### config.mk
export PLATFORM = sky130hd
export DESIGN_NAME = item_display_sequencer_flat
export DESIGN_NICKNAME = d
export VERILOG_FILES = /design/src/rtl/item_seq_pkg.sv /design/src/rtl/item_display_sequencer_if.sv /design/src/rtl/tick_prescaler.sv /design/src/rtl/item_display_sequencer.sv /design/src/flat_wrapper.sv
export SDC_FILE = /design/constraint.sdc
export NUM_CORES = 1
export LEC_CHECK = 0
export CORE_ASPECT_RATIO = 0.9
export CORE_MARGIN = 1.5
export CORE_UTILIZATION = 50
export CTS_CLUSTER_SIZE = 8
export DETAILED_ROUTE_END_ITERATION = 8
export GPL_TIMING_DRIVEN = 0
export PLACE_DENSITY = 0.71
export SLEW_MARGIN = 20
export SYNTH_ARGS = -nofsm -noshare
export SYNTH_HDL_FRONTEND = slang
export SYNTH_HIERARCHICAL = 1
export SYNTH_SLANG_ARGS = --single-unit
### constraint.sdc
create_clock -name clk -period 9.68 [get_ports clk]
set_clock_uncertainty 0.05 [all_clocks]
set_input_delay 0.968 -clock clk [delete_from_list [all_inputs] [get_ports clk]]
set_output_delay 0.968 -clock clk [all_outputs]
set_load 0.03 [all_outputs]
### src/rtl/item_seq_pkg.sv
// Item codes, FSM states and item helpers shared by the item display sequencer
// and its bench.
package item_seq_pkg;

    typedef logic [2:0] item_code_t;

    localparam item_code_t ITEM_SHOES    = 3'b000;
    localparam item_code_t ITEM_JEWELRY  = 3'b001;
    localparam item_code_t ITEM_ORNAMENT = 3'b010;
    localparam item_code_t ITEM_SUIT     = 3'b100;
    localparam item_code_t ITEM_COAT     = 3'b101;
    localparam item_code_t ITEM_SOCKS    = 3'b111;
    localparam item_code_t ITEM_BLANK    = 3'b011;

    typedef enum logic [1:0] {IDLE, MANUAL, AUTO, FLASH} seq_state_t;

    function automatic logic is_valid_item(input item_code_t code);
        return (code != ITEM_BLANK) && (code != 3'b110);
    endfunction

    // Scroll order; anything outside the valid set restarts at ITEM_SHOES.
    function automatic item_code_t next_item(input item_code_t code);
        case (code)
            ITEM_SHOES:    return ITEM_JEWELRY;
            ITEM_JEWELRY:  return ITEM_ORNAMENT;
            ITEM_ORNAMENT: return ITEM_SUIT;
            ITEM_SUIT:     return ITEM_COAT;
            ITEM_COAT:     return ITEM_SOCKS;
            default:       return ITEM_SHOES;
        endcase
    endfunction

endpackage

### src/rtl/item_display_sequencer_if.sv
// Board-side signals of the item display sequencer. All inputs are plain levels
// (no valid/ready handshake); outputs are registered. state is a debug view.
interface item_display_sequencer_if;
    import item_seq_pkg::*;

    logic       mode_auto;
    item_code_t sel_code;
    logic       step;
    logic       pick;
    item_code_t item_code;
    logic       item_valid;
    logic       flashing;
    logic [7:0] pick_count;
    seq_state_t state;

    modport master (
        output mode_auto, sel_code, step, pick,
        input  item_code, item_valid, flashing, pick_count, state
    );

    modport slave (
        input  mode_auto, sel_code, step, pick,
        output item_code, item_valid, flashing, pick_count, state
    );

endinterface

### src/rtl/tick_prescaler.sv
// Free-running divider: tick pulses for one clk each time the count wraps
// from CLK_DIV-1 back to zero.
module tick_prescaler #(
    parameter int CLK_DIV = 25_000_000
) (
    input  logic clk,
    input  logic reset_n,
    output logic tick
);

    localparam int CW = $clog2(CLK_DIV);

    logic [CW-1:0] count;

    always_ff @(posedge clk) begin
        if (!reset_n) begin
            count <= '0;
        end else if (count == CW'(CLK_DIV - 1)) begin
            count <= '0;
        end else begin
            count <= count + CW'(1);
        end
    end

    assign tick = (count == CW'(CLK_DIV - 1));

endmodule

### src/rtl/item_display_sequencer.sv
// Item code sequencer: manual pass-through, auto scroll, pick-and-flash.
// Optional ITEM_SEQ_BLINK_EN blinks the locked item against ITEM_BLANK during FLASH.
module item_display_sequencer
    import item_seq_pkg::*;
#(
    parameter int CLK_DIV     = 25_000_000,
    parameter int DWELL_TICKS = 4,
    parameter int FLASH_TICKS = 6
) (
    input logic                     clk,
    input logic                     reset_n,
    item_display_sequencer_if.slave bus
);

    localparam int DW = (DWELL_TICKS > 1) ? $clog2(DWELL_TICKS) : 1;
    localparam int FW = (FLASH_TICKS > 1) ? $clog2(FLASH_TICKS) : 1;

    logic tick;

    tick_prescaler #(.CLK_DIV(CLK_DIV)) u_tick (
        .clk     (clk),
        .reset_n (reset_n),
        .tick    (tick)
    );

    logic step_q, pick_q;
    logic step_edge, pick_edge;

    seq_state_t    state_q, state_d;
    item_code_t    item_code_q, item_code_d;
    item_code_t    locked_q, locked_d;
    logic          item_valid_q, item_valid_d;
    logic          flashing_q, flashing_d;
    logic [7:0]    pick_count_q, pick_count_d;
    logic [DW-1:0] dwell_q, dwell_d;
    logic [FW-1:0] flash_q, flash_d;
`ifdef ITEM_SEQ_BLINK_EN
    logic          blank_q, blank_d;
`endif

    assign step_edge = bus.step & ~step_q;
    assign pick_edge = bus.pick & ~pick_q;

    always_ff @(posedge clk) begin
        if (!reset_n) begin
            state_q      <= IDLE;
            step_q       <= 1'b0;
            pick_q       <= 1'b0;
            item_code_q  <= ITEM_BLANK;
            locked_q     <= ITEM_BLANK;
            item_valid_q <= 1'b0;
            flashing_q   <= 1'b0;
            pick_count_q <= '0;
            dwell_q      <= '0;
            flash_q      <= '0;
`ifdef ITEM_SEQ_BLINK_EN
            blank_q      <= 1'b0;
`endif
        end else begin
            state_q      <= state_d;
            step_q       <= bus.step;
            pick_q       <= bus.pick;
            item_code_q  <= item_code_d;
            locked_q     <= locked_d;
            item_valid_q <= item_valid_d;
            flashing_q   <= flashing_d;
            pick_count_q <= pick_count_d;
            dwell_q      <= dwell_d;
            flash_q      <= flash_d;
`ifdef ITEM_SEQ_BLINK_EN
            blank_q      <= blank_d;
`endif
        end
    end

    // A pick on a shown valid item outranks both a mode change and a step.
    always_comb begin
        state_d = state_q;
        case (state_q)
            IDLE:         state_d = bus.mode_auto ? AUTO : MANUAL;
            MANUAL, AUTO: begin
                if (pick_edge && item_valid_q) state_d = FLASH;
                else                           state_d = bus.mode_auto ? AUTO : MANUAL;
            end
            FLASH: begin
                if (tick && flash_q == FW'(FLASH_TICKS - 1))
                    state_d = bus.mode_auto ? AUTO : MANUAL;
            end
            default:      state_d = IDLE;
        endcase
    end

    always_comb begin
        item_code_d  = item_code_q;
        locked_d     = locked_q;
        item_valid_d = item_valid_q;
        flashing_d   = (state_d == FLASH);
        pick_count_d = pick_count_q;
        dwell_d      = dwell_q;
        flash_d      = flash_q;
`ifdef ITEM_SEQ_BLINK_EN
        blank_d      = blank_q;
`endif
        case (state_d)
            MANUAL: begin
                item_code_d  = bus.sel_code;
                item_valid_d = is_valid_item(bus.sel_code);
                dwell_d      = '0;
            end
            AUTO: begin
                item_valid_d = 1'b1;
                if (state_q == FLASH) begin
                    item_code_d = locked_q;
                    dwell_d     = '0;
                end else if (state_q != AUTO) begin
                    item_code_d = is_valid_item(item_code_q) ? item_code_q : ITEM_SHOES;
                    dwell_d     = '0;
                end else if (step_edge || (tick && dwell_q == DW'(DWELL_TICKS - 1))) begin
                    item_code_d = next_item(item_code_q);
                    dwell_d     = '0;
                end else if (tick) begin
                    dwell_d = dwell_q + DW'(1);
                end
            end
            FLASH: begin
                item_valid_d = 1'b1;
                if (state_q != FLASH) begin
                    locked_d     = item_code_q;
                    pick_count_d = (pick_count_q == 8'hFF) ? 8'hFF : pick_count_q + 8'd1;
                    flash_d      = '0;
`ifdef ITEM_SEQ_BLINK_EN
                    blank_d      = 1'b0;
`endif
                end else if (tick) begin
                    flash_d = flash_q + FW'(1);
`ifdef ITEM_SEQ_BLINK_EN
                    blank_d     = ~blank_q;
                    item_code_d = blank_q ? locked_q : ITEM_BLANK;
`endif
                end
            end
            default: ;
        endcase
    end

    assign bus.item_code  = item_code_q;
    assign bus.item_valid = item_valid_q;
    assign bus.flashing   = flashing_q;
    assign bus.pick_count = pick_count_q;
    assign bus.state      = state_q;

endmodule

### src/flat_wrapper.sv
// flat-port wrapper written by rule: the top's interface ports become plain ports
module item_display_sequencer_flat import item_seq_pkg::*;
#(
    parameter int CLK_DIV     = 25_000_000,
    parameter int DWELL_TICKS = 4,
    parameter int FLASH_TICKS = 6
)
  (clk, reset_n, bus_mode_auto, bus_sel_code, bus_step, bus_pick, bus_item_code, bus_item_valid, bus_flashing, bus_pick_count, bus_state);
  item_display_sequencer_if bus_i ();
  input logic clk;
  input logic reset_n;
  input wire logic [$bits(bus_i.mode_auto)-1:0] bus_mode_auto;
  input wire logic [$bits(bus_i.sel_code)-1:0] bus_sel_code;
  input wire logic [$bits(bus_i.step)-1:0] bus_step;
  input wire logic [$bits(bus_i.pick)-1:0] bus_pick;
  output wire logic [$bits(bus_i.item_code)-1:0] bus_item_code;
  output wire logic [$bits(bus_i.item_valid)-1:0] bus_item_valid;
  output wire logic [$bits(bus_i.flashing)-1:0] bus_flashing;
  output wire logic [$bits(bus_i.pick_count)-1:0] bus_pick_count;
  output wire logic [$bits(bus_i.state)-1:0] bus_state;
  assign bus_i.mode_auto = bus_mode_auto;
  assign bus_i.sel_code = bus_sel_code;
  assign bus_i.step = bus_step;
  assign bus_i.pick = bus_pick;
  assign bus_item_code = bus_i.item_code;
  assign bus_item_valid = bus_i.item_valid;
  assign bus_flashing = bus_i.flashing;
  assign bus_pick_count = bus_i.pick_count;
  assign bus_state = bus_i.state;
  item_display_sequencer #(.CLK_DIV(CLK_DIV), .DWELL_TICKS(DWELL_TICKS), .FLASH_TICKS(FLASH_TICKS)) u_core (.clk(clk), .reset_n(reset_n), .bus(bus_i));
endmodule
# Yosys cells after proc, flatten, opt, wreduce, memory -nomap -nowiden
# Index checks and enable logic that the tools add are counted.
# W data, S select, Z words.
# totals
ff_bits,50
elab_cells,80
# classes
add_sub_neg,4
eq_ne,23
muxes,19
n_bitwise,5
reduce_logical,18
# ops
cell,count
$add A25 B1 Y25 const B,1
$eq A25 B25 Y1 const B,1
$mux W3,6
$pmux W3 S5,1
$mux W2,7
$eq A2 B2 Y1 const B,5
$eq A3 B3 Y1 const B,3
$add A8 B1 Y8 const B,1
$eq A8 B8 Y1 const B,1
$mux W8,1
$ne A3 B2 Y1 const B,2
$ne A3 B3 Y1 const B,2
$pmux W2 S3,1
$pmux W3 S2,1
$reduce_and A2 Y1,3
$reduce_bool A2 Y1,3
$reduce_or A2 Y1,3
$logic_and A1 B1 Y1,5
$ne A5 B1 Y1 const B,1
$eq A2 B1 Y1 const B,2
$ne A2 B2 Y1 const B,2
$ne A4 B1 Y1 const B,1
$ne A4 B3 Y1 const B,1
$pmux W2 S2,1
11 further kinds,14

# Logic depth before layout (Yosys ltp)
# Gate-level depths: netlist of run 1.
# logic_depth
ltp_word,8
ltp_mapped,15

# Hierarchy
# Netlist of run 1, hierarchy kept.
# by_module_without_submodules
mod,n_inst,cells_per_inst,area_each_um2,seq_area_each_um2
item_display_sequencer,1,167,1440.1,500.5
tick_prescaler,1,139,1237.4,500.5

# Least setup slack after synthesis of run 1
# Ideal clock, no wire load.
# synth_path
path_kind,register -> register
start,register u_core.u_tick.count[2]
end,register u_core.item_code_q[0] (netlist: u_core/bus.item_code[0])
setup_time_ps,121
t_arrival_ps,3110
required_time_ps,9509
slack_ps,6399
path_stages_with_launch,15
path_buffers,3
period_less_slack_ps,3281
cell_sequence,dfxtp_1 -> and3_1 -> buf_6 -> nand3_4 -> buf_6 -> nor4_1 -> nand3_1 -> mux2i_1 -> a21oi_1 -> inv_1 -> ha_1 -> buf_2 -> o2111ai_1 -> o2111ai_1 -> mux2_4
# synth_between
elab_chain_cells,7
elab_cells_between_ends,13
cone_classes,5 x eq/ne; 3 x mux; 5 x reduce/logical
# synth_lines
item,line,source
start: declaration,tick_prescaler.sv:13,logic [CW-1:0] count;
start signal: assignment,tick_prescaler.sv:21,count <= count + CW'(1);
$eq A25 B25 Y1 (*),tick_prescaler.sv:25,assign tick = (count == CW'(CLK_DIV - 1));
named net u_core.tick,item_display_sequencer.sv:18,logic tick;
$logic_and A1 B1 Y1 (*),item_display_sequencer.sv:86,if (tick && flash_q == FW'(FLASH_TICKS - 1))
$mux W2 (*),item_display_sequencer.sv:86,
$pmux W2 S3 (*),item_display_sequencer.sv:79,case (state_q)
named net u_core.state_d[1],item_display_sequencer.sv:29,"seq_state_t state_q, state_d;"
$eq A2 B2 Y1 / $eq A2 B1 Y1 (equally long branches),item_display_sequencer.sv:104,case (state_d)
$ne A4 B3 Y1 (no source line) (tied with other cells),-,
$reduce_and A3 Y1 (no source line),-,
end signal: assignment,item_display_sequencer.sv:63,item_code_q <= item_code_d;
end: declaration,item_display_sequencer.sv:30,"item_code_t item_code_q, item_code_d;"
# Mark *: on every way through the listed nets, which the timed path passes. The rest lies on a longest branch.
# A chain may end at the register's enable or synchronous reset.

# Final worst setup path of run 1
# layout_path
start,register u_core.u_tick.count[0]
end,register u_core.dwell_q[1]
# layout_between
elab_chain_cells,7
elab_cells_between_ends,15
cone_classes,4 x eq/ne; 6 x mux; 5 x reduce/logical
# layout_lines
item,line,source
$eq A25 B25 Y1 (*),tick_prescaler.sv:25,
named net u_core.tick,item_display_sequencer.sv:18,
$logic_and A1 B1 Y1 (*),item_display_sequencer.sv:86,
$mux W2 (*),item_display_sequencer.sv:86,
$pmux W2 S3 (*),item_display_sequencer.sv:79,
named net u_core.state_d[1],item_display_sequencer.sv:29,
$eq A2 B2 Y1 / $eq A2 B1 Y1 (equally long branches),item_display_sequencer.sv:104,
$ne A5 B1 Y1 (no source line) / $reduce_bool A2 Y1 (equally long branches),-,
$reduce_and A2 Y1 (no source line),-,
end signal: assignment,item_display_sequencer.sv:68,dwell_q <= dwell_d;
end: declaration,item_display_sequencer.sv:35,"logic [DW-1:0] dwell_q, dwell_d;"
# Marked as above.

==> impl_metrics.yaml, run 1 <==
synth:
  synth_simple_gate_area_share_pct: 28.83
  yosys.area.top_type_share_pct: 37.38
  ys_seq_area_share_pct: 37.38
  ys_ff_latch: 50
  synth_edf_count: 0
  synth_xor_xnor_area_share_pct: 5.234
  syn_avg_cell_area_sq_um: 8.750
  synth_top_cell_by_area: "dfxtp_1"
  synth_compound_gate_area_share_pct: 16.03
  synth_top_flop_cell: "dfxtp_1"
  netlist_area_before_placement_sq_mm: 0.002678
  synth_warnings: 6
  synth.area.top_cells: "dfxtp_1 (37%), ha_1 (5.6%), nand2_1 (3.9%)"
  synth-async-reset-ratio_pct: 0
  mappedNetlistNets: 326
  yosysUniqueCellTypes: 61
  synth_top_family_by_area: "simple AND/OR/NAND/NOR gates"
  muxShareOfSynthArea_pct: 1.682
  post_synth_fa_ha_maj_area_fraction_pct: 5.607
  synthCells: 306
worst_hold_path:
  holdCritPathClass: "reg2reg"
clocking:
  tritoncts.num_buffers: 5
  insertion_delay_ns: 0.30
  cts_repair_resizes: 0
  post_cts.repair.setup_buffers: 0
  htree_num_levels: 2
  cts_hold_buf: 0
  clkTransAtPathRegs_ns: 0.09
  cts_buffer_depth: 2
  clock_sinks: 50
  tritoncts: "done"
  cts_root_buf: "clkbuf_8"
pwr:
  pwr-share-clk_pct: 33.3
  power-per-cell-area_mw_per_mm2: 147.5
  seq_power_share_pct: 49.0
  peakVddDrop_v: 0.00007818
  switching_share_pct: 27.25
  static-leakage-power_nw: 1.136
  power.net_switching_mw: 0.1243
  power.total_mw: 0.4562
  comb_power_share_pct: 17.7
  cell_internal_pwr_mw: 0.3319
detailed_routing:
  vias: 2244
  post_route_ant_nets: 0
  drtIter0Drc: 141
  routed_wire_length_um: 5399
  drc_errors: 0
  drt_pass1_iterations: 4
  wl_per_cell_um: 13.43
  drt-vias-per-instance: 5.582
critical_path:
  worst-endpoint-arrival_ns: 4.12
  critical_path.max_fanout: 10
  path_cells: "ha_1 > nand3_4 > buf_6 > nor4_1 > nand3_1 > mux2i_1 > a21oi_1 > inv_1 > ha_1 > buf_2 > a41oi_1 > nand4_1 > o22ai_1"
  path_buf_inv: 3
  crit_path_max_incr_delay_ns: 0.67
  timing.critical_path.max_delay_family: "simple AND/OR/NAND/NOR gates"
  required_ns: 9.87
  cp_common_cell: "ha_1"
  setup.worst_path.class: "reg2reg"
  worst_setup_path_start_kind: "register"
  critical_path.endpoint_type: "register"
  critical_path.slowest_cell: "nor4_1"
grt:
  grt_antenna_before_repair: 0
  gr-total-overflow: 0
  grt_first_pass_wirelength_um: 9101
  grt_max_degree: 15
  grt_pass1_vias: 1941
  grt.total_usage_pct: 20.03
die:
  floorplan.die.height_um: 72.43
  floorplan.initialDensity_pct: 51.57
  die_width_um: 80.14
  std_cell_rows: 25
  boundaryPins: 23
  die-area_sq_mm: 0.005804
  floorplan.core_area_sq_mm: 0.005192
sta:
  setup_ws_post_layout_ns: 5.743
  timing_worst_slew_pin_value_ns: 0.8001
  layout_min_cycle_time_ns: 3.937
  final_max_slew_viol_count: 0
  timing.final.setup_violations: 0
  whs_ns: 0.4148
  total_negative_slack_ns: 0
  grt_setup_unrepaired: "false"
  clock.fmax_ghz: 0.2540
  timing.slew.headroom_pct: 46.17
  finalCritPeriodShare_pct: 40.67
  hold_viol_final: 0
cells_and_area:
  nets: 355
  antenna_cells_inserted: 0
  ff_latch_area_sq_mm: 0.001001
  layout_commonest_cell: "dfxtp_1"
  mostFrequentLayoutCells: "dfxtp_1 (50), nor2_1 (28), nand2_1 (28)"
  finalCoreUtilization_pct: 59.59
  fill_cells: 483
  multi_input_area_sq_mm: 0.001536
  area.growth.synth_to_final_pct: 15.56
  share_of_cells_above_drive_strength_1_pct: 11.34
placement:
  portbufs: 22
  dp_worst_setup_slack_ns: 5.732
  place_congestion: 0.8123
  hpwl_um: 3922
run:
  maxCapViolCount: 0
run_status:
  run_status: "complete, no violations"
[registers in the layout, indices dropped and copies added (netlist names)]
name	flops
u_core/bus.flashing	1
u_core/bus.item_code	3
u_core/bus.item_valid	1
u_core/bus.pick_count	8
u_core/bus.state	2
u_core/dwell_q	2
u_core/flash_q	3
u_core/locked_q	3
u_core/pick_q	1
u_core/step_q	1
u_core/u_tick/count	25
[routing by layer]
layer / vias to the layer above / track usage (%) / part of all wire (%)
li1: 1152 / - / -
met1: 1045 / 30.38 / 54
met2: 42 / 27.54 / 40
met3: 5 / 4.780 / 4.4
met4: 0 / 6.513 / 1.3
met5: - / 0 / 0
[power groups by stage]
stage	clock network, mW	registers (mW)	logic, mW
after floorplan	0	0.237	0.0460
after global placement	0	0.228	0.0794
after detailed placement	0	0.228	0.0809
after CTS	0.155	0.224	0.0809
after global routing	0.164	0.225	0.0887
final	0.152	0.223	0.0807
[cell type report]
cell class	instances	area share (%)
Inverter	15	1.820
Buffer	12	2.709
Timing Repair Buffer	22	7.117
Clock inverter	1	0.9705
Clock buffer	6	2.669
Tap cell	67	2.709
Multi-Input combinational cell	229	49.66
Sequential cell	50	32.35
[kinds of logic (layout without fill, tap and decap cells)]
group	Yosys count	after routing
AND/OR/NAND/NOR	136	136
AO/OA/AOI/OAI	61	61
flip-flops	50	50
buffers and inverters	27	56
XOR/XNOR	16	16
adder cells (fa/ha/maj)	12	12
multiplexers	4	4
[worst register-to-register path, cell delays in order, from the launching register on]
cell and delay (ns):
dfxtp_1 0.42, ha_1 0.32, nand3_4 0.15, buf_6 0.17
nor4_1 0.67, nand3_1 0.27, mux2i_1 0.18, a21oi_1 0.39
inv_1 0.14, ha_1 0.28, buf_2 0.20, a41oi_1 0.31
nand4_1 0.18, o22ai_1 0.14
[stage by stage]
stage          cells  instance area, sq um
6_report         402                  3094
5_1_grt          402                  3094
4_1_cts          402                  3094
3_5_place_dp     395                  2982
3_3_place_gp     395                  2982
2_1_floorplan    306                  2678
[worst paths after layout]
check | start | slack, ns | cells after the start | end
max | u_core/u_tick/count[0] | 5.74 | 13 | u_core/dwell_q[1]
min | u_core/locked_q[2] | 0.41 | 2 | u_core/locked_q[2]
max reg2reg | u_core/u_tick/count[0] | 5.74 | 13 | u_core/dwell_q[1]
min reg2reg | u_core/locked_q[2] | 0.41 | 2 | u_core/locked_q[2]
[Yosys cell counts, drive strengths merged (3+ instances only)]
| cell type | n |
|---|---|
| o21ai | 11 |
| a21oi | 21 |
| nand4 | 9 |
| nor2 | 29 |
| buf | 8 |
| or4 | 6 |
| o211ai | 4 |
| or3 | 6 |
| and3 | 6 |
| o31ai | 5 |
| and2 | 4 |
| nand2b | 5 |
| ha | 12 |
| nor4 | 4 |
| dfxtp | 50 |
| nor2b | 3 |
| nand2 | 29 |
| nand3 | 19 |
| clkbuf | 4 |
| xor2 | 9 |
| nor3 | 6 |
| xnor2 | 7 |
| mux2i | 3 |
| inv | 15 |
| a41oi | 3 |
Note: power is estimated with default switching activity, not from simulation.
==> inputs of run 2 (changes only) <==
clock period = 3.65 ns   (was 9.68 ns; I/O delays follow)
==> run 2 against run 1 <==
Utilization is 0.48 points higher. Final cell count unchanged. Critical endpoint unchanged. Power increased to 2.7 times the previous value. Highest routed layer unchanged. Setup slack worse by 5.4 ns. Design area up 0.81%. Hold slack barely moved.
==> impl_metrics.yaml, run 2 (synthesized netlist as in run 1, its figures left out) <==
run_status:
  run_status: "complete, no violations"
cells_and_area:
  share_of_cells_above_drive_strength_1_pct: 12.54
  area.growth.synth_to_final_pct: 16.50
  layout_commonest_cell: "dfxtp_1"
  mostFrequentLayoutCells: "dfxtp_1 (50), nor2_1 (28), nand2_1 (28)"
  nets: 355
  largest_reg_flops: 25
  largest_register: "u_core/u_tick/count"
  fill_cells: 482
  antenna_cells_inserted: 0
  ff_latch_area_sq_mm: 0.001001
  multi_input_area_sq_mm: 0.001562
  layout.cells.non_filler: 402
sta:
  finalCritPeriodShare_pct: 91.25
  layout_min_cycle_time_ns: 3.331
  timing_worst_slew_pin_value_ns: 0.5495
  final_max_slew_viol_count: 0
  timing.final.setup_violations: 0
  clock.fmax_ghz: 0.3002
  setup_ws_post_layout_ns: 0.3193
  timing.slew.headroom_pct: 63.03
  grt_setup_unrepaired: "false"
  whs_ns: 0.4145
  hold_viol_final: 0
placement:
  dp_worst_setup_slack_ns: -0.2980
  portbufs: 22
  hpwl_um: 3922
  place_congestion: 0.8123
  dpl.cell_count: 395
grt:
  grt_pass1_vias: 1944
  grt_antenna_before_repair: 0
  grt_max_degree: 15
  grt.total_usage_pct: 20.00
  gr-total-overflow: 0
  grt_first_pass_wirelength_um: 9080
pwr:
  power-per-cell-area_mw_per_mm2: 388.6
  static-leakage-power_nw: 1.151
  peakVddDrop_v: 0.0002073
clocking:
  clock_sinks: 50
  htree_num_levels: 2
  cts_hold_buf: 0
  clkTransAtPathRegs_ns: 0.09
  insertion_delay_ns: 0.31
  tritoncts: "done"
  cts_buffer_depth: 2
  cts_root_buf: "clkbuf_8"
  post_cts.repair.setup_buffers: 0
  tritoncts.num_buffers: 5
critical_path:
  regToRegEndpoint: "u_core/dwell_q[1]"
  worst_setup_path_start_kind: "register"
  r2r_slack_ns: 0.32
  critical_path.max_fanout: 10
  critical_path.endpoint_type: "register"
  critical_path.endpoint: "u_core/dwell_q[1]"
  critical_path.reg2reg.startpoint: "u_core/u_tick/count[2]"
  timing.critical_path.from: "u_core/u_tick/count[2]"
  worst-endpoint-arrival_ns: 3.52
  required_ns: 3.84
  r2r.worst_path.cells: 14
  setup.worst_path.class: "reg2reg"
worst_hold_path:
  holdCritPathClass: "reg2reg"
  whs_path_depth: 2
die:
  die-area_sq_mm: 0.005804
  floorplan.core_area_sq_mm: 0.005192
  floorplan.initialDensity_pct: 51.57
  std_cell_rows: 25
  floorplan.die.height_um: 72.43
  boundaryPins: 23
  die_width_um: 80.14
detailed_routing:
  drtIter0Drc: 103
  drt_pass1_iterations: 4
  vias: 2240
  drc_errors: 0
  wl_per_cell_um: 13.50
  routed_wire_length_um: 5426
  drt-vias-per-instance: 5.572
  post_route_ant_nets: 0
run:
  maxCapViolCount: 0
==> run 2: cell counts in the layout (fill, tap and decap cells not counted) <==
No cell type changed its count.
==> run 2: metrics by stage <==
step / power (mW) / instance area [sq um] / utilization, % / TNS, ns
2_1_floorplan: 0.7510 / 2678 / - / 0
3_3_place_gp: 0.8155 / 2982 / 57.42 / -1.695
3_5_place_dp: 0.8203 / 2982 / 57.42 / -1.801
4_1_cts: 1.220 / 3109 / 59.88 / 0
5_1_grt: 1.271 / 3119 / 60.07 / 0
6_report: 1.212 / 3119 / 60.07 / 0
==> run 2: report_power, final <==
group	internal [mW]	switching [mW]	leakage [nW]
Combinational	0.0942	0.122	0.687
Clock	0.220	0.184	0.0573
Sequential	0.568	0.0252	0.406
==> run 2: cell type report <==
cell class	count	area share, %
flip-flops and latches	50	32.09
inverters	15	1.805
clock buffers	6	2.647
repair buffers	22	7.060
well taps	67	2.688
clock inverters	1	0.9627
plain buffers	12	2.688
multi-input cells	229	50.06
==> run 2: metal layers <==
metal	GRT usage, %	up-vias	share of wire, %
li1	-	1152	-
met1	30.23	1040	54
met2	27.64	42	40
met3	4.780	6	4.4
met4	6.513	0	1.3
met5	0	-	0
==> run 2: timing repair <==
action,CTS,global route
resized for setup,2,3
endpoints found under the setup margin,13,9
pin swaps,0,0
==> run 2: worst max-delay path, stage by stage, from the launching register on <==
cell and delay (ns):
dfxtp_1 0.40, and3_1 0.20, buf_6 0.13, nand3_4 0.11, buf_6 0.18, nor4_4 0.33
nand3_1 0.21, mux2i_1 0.17, a21oi_2 0.27, inv_1 0.11, ha_1 0.27, buf_2 0.20
a41oi_1 0.31, nand4_1 0.18, o22ai_1 0.14
==> run 2: how the worst min path moves through the flow <==
stage,from,endpoint,slack [ns]
6_report,u_core/locked_q[2],u_core/locked_q[2],0.41
5_1_grt,u_core/locked_q[2],u_core/locked_q[2],0.44
4_1_cts,u_core/locked_q[2],u_core/locked_q[2],0.42
3_5_place_dp,u_core/locked_q[2],u_core/locked_q[2],0.40
3_3_place_gp,u_core/locked_q[2],u_core/locked_q[2],0.39
2_1_floorplan,u_core/locked_q[2],u_core/locked_q[2],0.39
==> inputs of run 3 (changes only) <==
CORE_UTILIZATION = 45   (was 50)
PLACE_DENSITY = not set   (was 0.71)
==> run 3 against run 2 <==
Design area fell by 0.24%. Non-clock buffer count rose by 2. Hold slack improved by 0.015 ns. Sequential power barely moved. Utilization fell by 5.7 points. Flip-flop and latch count did not move. Final cell count rose by 1.5%. Routed wire length rose by 3.1%. Combinational power rose by 2%. Die area rose by 11%. Critical endpoint unchanged. Highest routed layer unchanged.
==> impl_metrics.yaml, run 3 (synthesized netlist as in run 1, its figures left out) <==
run_status:
  run_status: "complete, no violations"
pwr:
  power.total_mw: 1.135
  pwr-share-clk_pct: 28.3
  peakVddDrop_v: 0.0003207
  static-leakage-power_nw: 1.148
  seq_power_share_pct: 52.3
  cell_internal_pwr_mw: 0.8011
  comb_power_share_pct: 19.4
  power.net_switching_mw: 0.3336
  power-per-cell-area_mw_per_mm2: 364.6
  switching_share_pct: 29.40
die:
  boundaryPins: 23
  std_cell_rows: 26
  die_width_um: 84.31
  die-area_sq_mm: 0.006423
  floorplan.core_area_sq_mm: 0.005725
  floorplan.die.height_um: 76.18
  floorplan.initialDensity_pct: 46.77
grt:
  gr-total-overflow: 0
  grt_pass1_vias: 2007
  grt.total_usage_pct: 17.97
  grt_antenna_before_repair: 0
  grt_max_degree: 16
  grt_first_pass_wirelength_um: 9618
sta:
  clock.fmax_ghz: 0.2977
  grt_setup_unrepaired: "false"
  finalCritPeriodShare_pct: 92.04
  total_negative_slack_ns: 0
  final_max_slew_viol_count: 0
  whs_ns: 0.4294
  timing.final.setup_violations: 0
  layout_min_cycle_time_ns: 3.360
  hold_viol_final: 0
  timing_worst_slew_pin_value_ns: 0.5474
  timing.slew.headroom_pct: 63.17
  setup_ws_post_layout_ns: 0.2904
clocking:
  tritoncts: "done"
  clkTransAtPathRegs_ns: 0.10
  insertion_delay_ns: 0.30
  cts_hold_buf: 0
  clock_sinks: 50
  htree_num_levels: 2
  tritoncts.num_buffers: 5
  cts_root_buf: "clkbuf_8"
  cts_buffer_depth: 2
critical_path:
  critical_path.max_fanout: 10
  timing.critical_path.max_delay_family: "simple AND/OR/NAND/NOR gates"
  critical_path.endpoint_type: "register"
  worst_setup_path_start_kind: "register"
  setup.worst_path.class: "reg2reg"
  worst-endpoint-arrival_ns: 3.53
  critical_path.slowest_cell: "dfxtp_1"
  path_buf_inv: 3
  crit_path_max_incr_delay_ns: 0.41
  path_cells: "and3_1 > buf_6 > nand3_4 > buf_6 > nor4_4 > nand3_1 > mux2i_1 > a21oi_2 > ha_1 > buf_2 > nor2_1 > a41oi_1 > nand4_1 > o22ai_1"
  required_ns: 3.82
  cp_common_cell: "buf_6"
placement:
  post_dp_cell_area_sq_mm: 0.002985
  dp_worst_setup_slack_ns: -0.3201
  place_congestion: 0.7334
  dpl.cell_count: 398
  portbufs: 22
  hpwl_um: 4146
detailed_routing:
  routed_wire_length_um: 5592
  drt-vias-per-instance: 5.554
  vias: 2266
  drt_pass1_iterations: 4
  drc_errors: 0
  drtIter0Drc: 110
  wl_per_cell_um: 13.71
  post_route_ant_nets: 0
cells_and_area:
  mostFrequentLayoutCells: "dfxtp_1 (50), nor2_1 (28), nand2_1 (28)"
  layout.cells.non_filler: 408
  post-route-cell-area_sq_mm: 0.003112
  antenna_cells_inserted: 0
  area.growth.synth_to_final_pct: 16.21
  fill_cells: 565
  layout_commonest_cell: "dfxtp_1"
  share_of_cells_above_drive_strength_1_pct: 13.02
  largest_register: "u_core/u_tick/count"
  finalCoreUtilization_pct: 54.35
  nets: 357
  largest_reg_flops: 25
run:
  maxCapViolCount: 0
worst_hold_path:
  holdCritPathClass: "reg2reg"
run 3: cell count changes in the layout (fill, tap and decap cells not counted), sizes merged:
cell    previous run  this run
bufinv             1         0
buf                8        10
clkinv             0         2
run 3: final timing paths:
check | from | end | slack [ns] | cells after the start
worst max-delay path | u_core/u_tick/count[2] | u_core/dwell_q[1] | 0.29 | 14
worst min-delay path | u_core/locked_q[2] | u_core/locked_q[2] | 0.43 | 2
worst max register to register | u_core/u_tick/count[2] | u_core/dwell_q[1] | 0.29 | 14
worst min register to register | u_core/locked_q[2] | u_core/locked_q[2] | 0.43 | 2
run 3: worst min-delay path, cell delays in order (launching register included):
cell and delay (ns):
dfxtp_1 0.33, nand2_1 0.05, a21oi_1 0.06
run 3: routing by layer:
layer	share of wire [%]	track usage [%]
met5	0	0
met2	39	25.12
met4	0.64	3.443
met1	56	28.76
met3	3.7	2.925
run 3: final cells by class:
class	count	area, sq um	area share, %
Sequential cell	50	1001	32.17
Tap cell	70	87.58	2.815
Buffer	12	83.83	2.694
Multi-Input combinational cell	229	1562	50.18
Inverter	15	56.30	1.809
Timing Repair Buffer	24	235.2	7.559
Clock inverter	2	13.76	0.4423
Clock buffer	6	72.57	2.332
run 3: repair_timing:
action	4_1_cts	5_1_grt
endpoints found under the setup margin	16	14
endpoints found under the hold margin	0	0
pin swaps	0	1
setup buffers	0	2
cloned	0	0
resized for setup	2	3
run 3: power by group through the flow:
stage | Clock, mW | Sequential (mW) | Combinational (mW)
5_1_grt | 0.357 | 0.598 | 0.243
2_1_floorplan | 0 | 0.629 | 0.122
4_1_cts | 0.333 | 0.593 | 0.216
3_5_place_dp | 0 | 0.606 | 0.215
3_3_place_gp | 0 | 0.605 | 0.212
6_report | 0.321 | 0.593 | 0.220
